### src/rtl/hprb_arb2.sv
// hprb_arb2: two-input round-robin arbiter/sequencer for probe message channels.
//
// Accepts 4-phase req/ack messages from two probe sources and forwards them one
// at a time onto a single output channel. Each granted message is latched, the
// full output handshake is run, and only then is the granted input acked.
//
// Ports:
//   gch_clk, gch_reset      clock, asynchronous active-high reset
//   gch_ready               high from the first edge after reset release
//   rcv0_req/data/ack_out   input channel 0 (req asynchronous, data stable while req)
//   rcv1_req/data/ack_out   input channel 1
//   snd0_req_out/data/ack   output channel (ack asynchronous)
//   cnt0, cnt1              wrapping counts of messages forwarded per input
module hprb_arb2 #(
    parameter int unsigned ASZ    = 8,
    parameter int unsigned DSZ    = 16,
    parameter int unsigned RSZ    = 4,
    parameter int unsigned MSZ    = 2 * ASZ + DSZ + RSZ,
    parameter int unsigned CNT_SZ = 8
) (
    input  logic              gch_clk,
    input  logic              gch_reset,
    output logic              gch_ready,
    input  logic              rcv0_req,
    input  logic [MSZ-1:0]    rcv0_data,
    output logic              rcv0_ack_out,
    input  logic              rcv1_req,
    input  logic [MSZ-1:0]    rcv1_data,
    output logic              rcv1_ack_out,
    output logic              snd0_req_out,
    output logic [MSZ-1:0]    snd0_data,
    input  logic              snd0_ack,
    output logic [CNT_SZ-1:0] cnt0,
    output logic [CNT_SZ-1:0] cnt1
);

    typedef enum logic [1:0] {
        StIdle,
        StSend,
        StDrain,
        StRelease
    } state_e;

    state_e state;
    logic   grant;       // input currently being served
    logic   last_grant;  // input served most recently; loses the next tie

    // Two-flop synchronisers for the asynchronous handshake inputs.
    logic req0_meta, req0_sync;
    logic req1_meta, req1_sync;
    logic ack_meta,  ack_sync;

    always_ff @(posedge gch_clk or posedge gch_reset) begin
        if (gch_reset) begin
            req0_meta <= 1'b0;
            req0_sync <= 1'b0;
            req1_meta <= 1'b0;
            req1_sync <= 1'b0;
            ack_meta  <= 1'b0;
            ack_sync  <= 1'b0;
        end else begin
            req0_meta <= rcv0_req;
            req0_sync <= req0_meta;
            req1_meta <= rcv1_req;
            req1_sync <= req1_meta;
            ack_meta  <= snd0_ack;
            ack_sync  <= ack_meta;
        end
    end

    // Input 1 wins if it is the only requester, or on a tie when input 0 was served last.
    logic pick1;
    logic granted_req;

    always_comb begin
        pick1       = req1_sync && (!req0_sync || !last_grant);
        granted_req = grant ? req1_sync : req0_sync;
    end

    always_ff @(posedge gch_clk or posedge gch_reset) begin
        if (gch_reset) begin
            state        <= StIdle;
            grant        <= 1'b0;
            last_grant   <= 1'b1;
            gch_ready    <= 1'b0;
            rcv0_ack_out <= 1'b0;
            rcv1_ack_out <= 1'b0;
            snd0_req_out <= 1'b0;
            snd0_data    <= '0;
            cnt0         <= '0;
            cnt1         <= '0;
        end else begin
            gch_ready <= 1'b1;
            unique case (state)
                StIdle: begin
                    if (gch_ready && (req0_sync || req1_sync)) begin
                        grant        <= pick1;
                        last_grant   <= pick1;
                        snd0_data    <= pick1 ? rcv1_data : rcv0_data;
                        snd0_req_out <= 1'b1;
                        state        <= StSend;
                    end
                end
                StSend: begin
                    if (ack_sync) begin
                        snd0_req_out <= 1'b0;
                        state        <= StDrain;
                    end
                end
                StDrain: begin
                    // Input is acked only after the sink has fully completed its handshake.
                    if (!ack_sync) begin
                        if (grant) begin
                            cnt1         <= cnt1 + 1'b1;
                            rcv1_ack_out <= 1'b1;
                        end else begin
                            cnt0         <= cnt0 + 1'b1;
                            rcv0_ack_out <= 1'b1;
                        end
                        state <= StRelease;
                    end
                end
                StRelease: begin
                    if (!granted_req) begin
                        rcv0_ack_out <= 1'b0;
                        rcv1_ack_out <= 1'b0;
                        state        <= StIdle;
                    end
                end
                default: state <= StIdle;
            endcase
        end
    end

endmodule
### config.mk
export PLATFORM = sky130hd
export DESIGN_NAME = hprb_arb2
export DESIGN_NICKNAME = d
export VERILOG_FILES = /design/src/rtl/hprb_arb2.sv
export SDC_FILE = /design/constraint.sdc
export NUM_CORES = 1
export LEC_CHECK = 0
export CAP_MARGIN = 20
export CORE_MARGIN = 1.5
export CORE_UTILIZATION = 38
export CTS_CLUSTER_SIZE = 40
export DETAILED_ROUTE_END_ITERATION = 16
export HOLD_SLACK_MARGIN = 0.02
export PLACE_DENSITY = 0.76
export SYNTH_ARGS = -nofsm -noshare
export SYNTH_HDL_FRONTEND = slang
export SYNTH_SLANG_ARGS = --single-unit
export TNS_END_PERCENT = 20
### constraint.sdc
create_clock -name gch_clk -period 2.1 [get_ports gch_clk]
set_input_delay 0.42 -clock gch_clk [delete_from_list [all_inputs] [get_ports gch_clk]]
set_output_delay 0.42 -clock gch_clk [all_outputs]
set_load 0.02 [all_outputs]
==> metrics <==
status finished, final reports clean; detailed router's first-iteration violation count 57; Leak 2.07 nW; Worst Path Buf+Inv 1; Power Dens Cells 1220 nW/um^2; top cells by area, synth dfrtp_1 (53%), mux2i_1 (12%), nand2_1 (5.5%); commonest non-fill, non-tap cell in the layout clkdlybuf4s50_1; Synth area leader dfrtp_1; Ys Warns 0; Initial Util 0.395; Slowest-stage cell, CP clkdlybuf4s50_1; dpl hpwl 5.01 mm; syn_area_per_cell 11.3 sq um; Nets 488; Antenna Cells 0; unrepaired setup endpoints after global routing no; CORE AREA 7730 sq um; register area share after synthesis 0.542; Worst setup SP type register; vias in the first global route 2259; worst r2r path cells 5; CP Class reg -> out; Internal 3.56 mW; Hold Crit Class reg -> reg; EDFF count, synth 0; Routed Antenna Nets 0; DR WL/cell 13.1 microns; post-CTS setup repair buffer count 0; CP Max Fanout 6; CTS Buffer Depth 2; Clock Latency Late Sink 330 ps; Yosys top cell area share 0.533; drt drc 0; port bufs 132; reg-to-reg slack, setup 320 ps; layout cells sized above 1 0.0733; num ports 133; Synth Cell Area 3050 sq um; Syn Inst Count 270; CTS tree built; Die Y 92.6 microns; Final Setup Violations 0; worst path cell trace clkdlybuf4s50_1; root buf cell clkbuf_8; reg-to-reg endpoint snd0_data[30]; DRT Wirelength 6.69 mm; Setup WS pre-CTS 323 ps; largest net degree at the start of global routing 67; min-delay src req0_meta; Critical Path End Type output pin; Hold Path Sink req0_sync; routed vias 2384; die area 8570 sq um; Yosys reg bits 66; Top FF cell, synth dfrtp_1; CTS sink count 66; vias per inst 4.67; RePlAce Congestion 0.815; Slew HR 0.661; sw frac 0.372; commonest cells after routing, fill and taps aside clkdlybuf4s50_1 (132), dfrtp_1 (65), nand2_1 (45); gr usage total 0.162; area grow syn2layout 51.8%; setup_tns 0 ps; first-pass GRT wire length 10.8 mm; Synth async-reset ratio 1.00; min Tclk post-route 1820 ps; Largest stage delay, worst path 640 ps; Fin Clk Skew 6.97 ps; combinational fraction of design power 0.474; Worst-Margin Slew 506 ps; Worst path top cell family by delay buffers and inverters; worst r2r src state[1]; critical path depth 1; initial antenna violation count 0; hold_buf cts 0; Die W 92.6 microns; Initial DRT Pass Iterations 4; CTS H-Tree Depth 3; max cap viols 0; residual overflow from global routing 0; post-CTS sizing 0; Synth cell types 40; sequential share of power 0.367; critical path arrival 1400 ps; Final Hold Viols 0; hold path depth 0; # rows 32; cts bufs inserted 9; Syn Nets 354; Max IR drop VDD 0.000546 V; Psw 2.10 mW; Clock Power Share 0.159; final worst slack 285 ps; Fmax 551 MHz; Final Cycle Share 0.864; Critical Path RT 1680 ps; Clock Pin Slew Worst Setup and Hold Paths 60 ps; max-slew violations 0
sequential cells by signal, indices dropped and copies added (netlist names):
signal and flops:
rcv1_ack_out 1, gch_ready 1, state 2, req0_sync 1
grant 1, req0_meta 1, ack_sync 1, rcv0_ack_out 1
req1_meta 1, req1_sync 1, cnt1 8, cnt0 8
snd0_data 36, last_grant 1, ack_meta 1, snd0_req_out 1
layer usage:
| layer | track usage | part of all wire | vias to the layer above |
|---|---|---|---|
| li1 | - | - | 1208 |
| met1 | 0.205 | 0.43 | 1077 |
| met2 | 0.256 | 0.48 | 88 |
| met3 | 0.0509 | 0.085 | 11 |
| met4 | 0.0692 | 0.0094 | 0 |
| met5 | 0 | 0 | - |
stage by stage:
step	hold slack [ps]	cell area (sq um)	total power [mW]	utilization	instances
after floorplan	331	3050	3.57	-	270
after global placement	334	4460	4.73	0.578	495
after detailed placement	335	4460	4.81	0.578	495
after CTS	349	4630	5.75	0.599	511
after global routing	360	4630	6.07	0.599	511
final	348	4630	5.66	0.599	511
synth_stat cells (2+ instances only):
| cell | n |
|---|---|
| a22o_1 | 2 |
| and3_1 | 3 |
| buf_2 | 6 |
| buf_6 | 4 |
| clkbuf_1 | 3 |
| dfrtp_1 | 65 |
| ha_1 | 7 |
| inv_1 | 4 |
| mux2_2 | 4 |
| mux2i_1 | 38 |
| nand2_1 | 45 |
| nand4_1 | 7 |
| nor2_1 | 2 |
| nor2b_1 | 2 |
| nor3_1 | 2 |
| o211ai_1 | 2 |
| o21ai_0 | 20 |
| o21ai_1 | 18 |
| o31ai_1 | 3 |
| xnor2_1 | 9 |
| xor2_1 | 5 |
power groups by stage:
stage / clock [mW] / combinational [mW] / sequential (mW)
after global routing: 1.00 / 2.92 / 2.15
after floorplan: 0 / 0.999 / 2.58
final: 0.899 / 2.68 / 2.08
after detailed placement: 0 / 2.71 / 2.10
after CTS: 0.944 / 2.72 / 2.09
after global placement: 0 / 2.65 / 2.08
kinds of logic (layout without fill, tap and decap cells):
family,after synthesis,after routing,share of synthesized area
AOI/OAI and AO/OA,52,52,0.100
adders and majority gates,7,7,0.0287
and+or+nand+nor,68,68,0.106
xor gates and xnor gates,14,14,0.0402
DFF,66,66,0.542
other,1,1,0.00123
buffers and inverters,19,158,0.0373
muxes,43,43,0.144
cell type report:
| type | instances | area, sq um |
|---|---|---|
| clock inverter | 3 | 15.0 |
| fill | 650 | 3100 |
| tap | 102 | 128 |
| multi-input combinational | 185 | 1290 |
| timing repair buffer | 138 | 1380 |
| inverter | 4 | 15.0 |
| sequential | 66 | 1650 |
| clock buffer | 13 | 149 |
worst max-delay path by stage:
| stage | start | endpoint | slack (ps) |
|---|---|---|---|
| 6_report | cnt1[3] | cnt1[3] | 280 |
| 5_1_grt | state[1] | snd0_data[3] | 130 |
| 4_1_cts | cnt1[3] | cnt1[3] | 250 |
| 3_5_place_dp | state[1] | snd0_data[29] | 320 |
| 3_3_place_gp | state[0] | snd0_data[2] | 440 |
| 2_1_floorplan | gch_reset | ack_meta | 30 |
(Power assumes the default switching activity.)
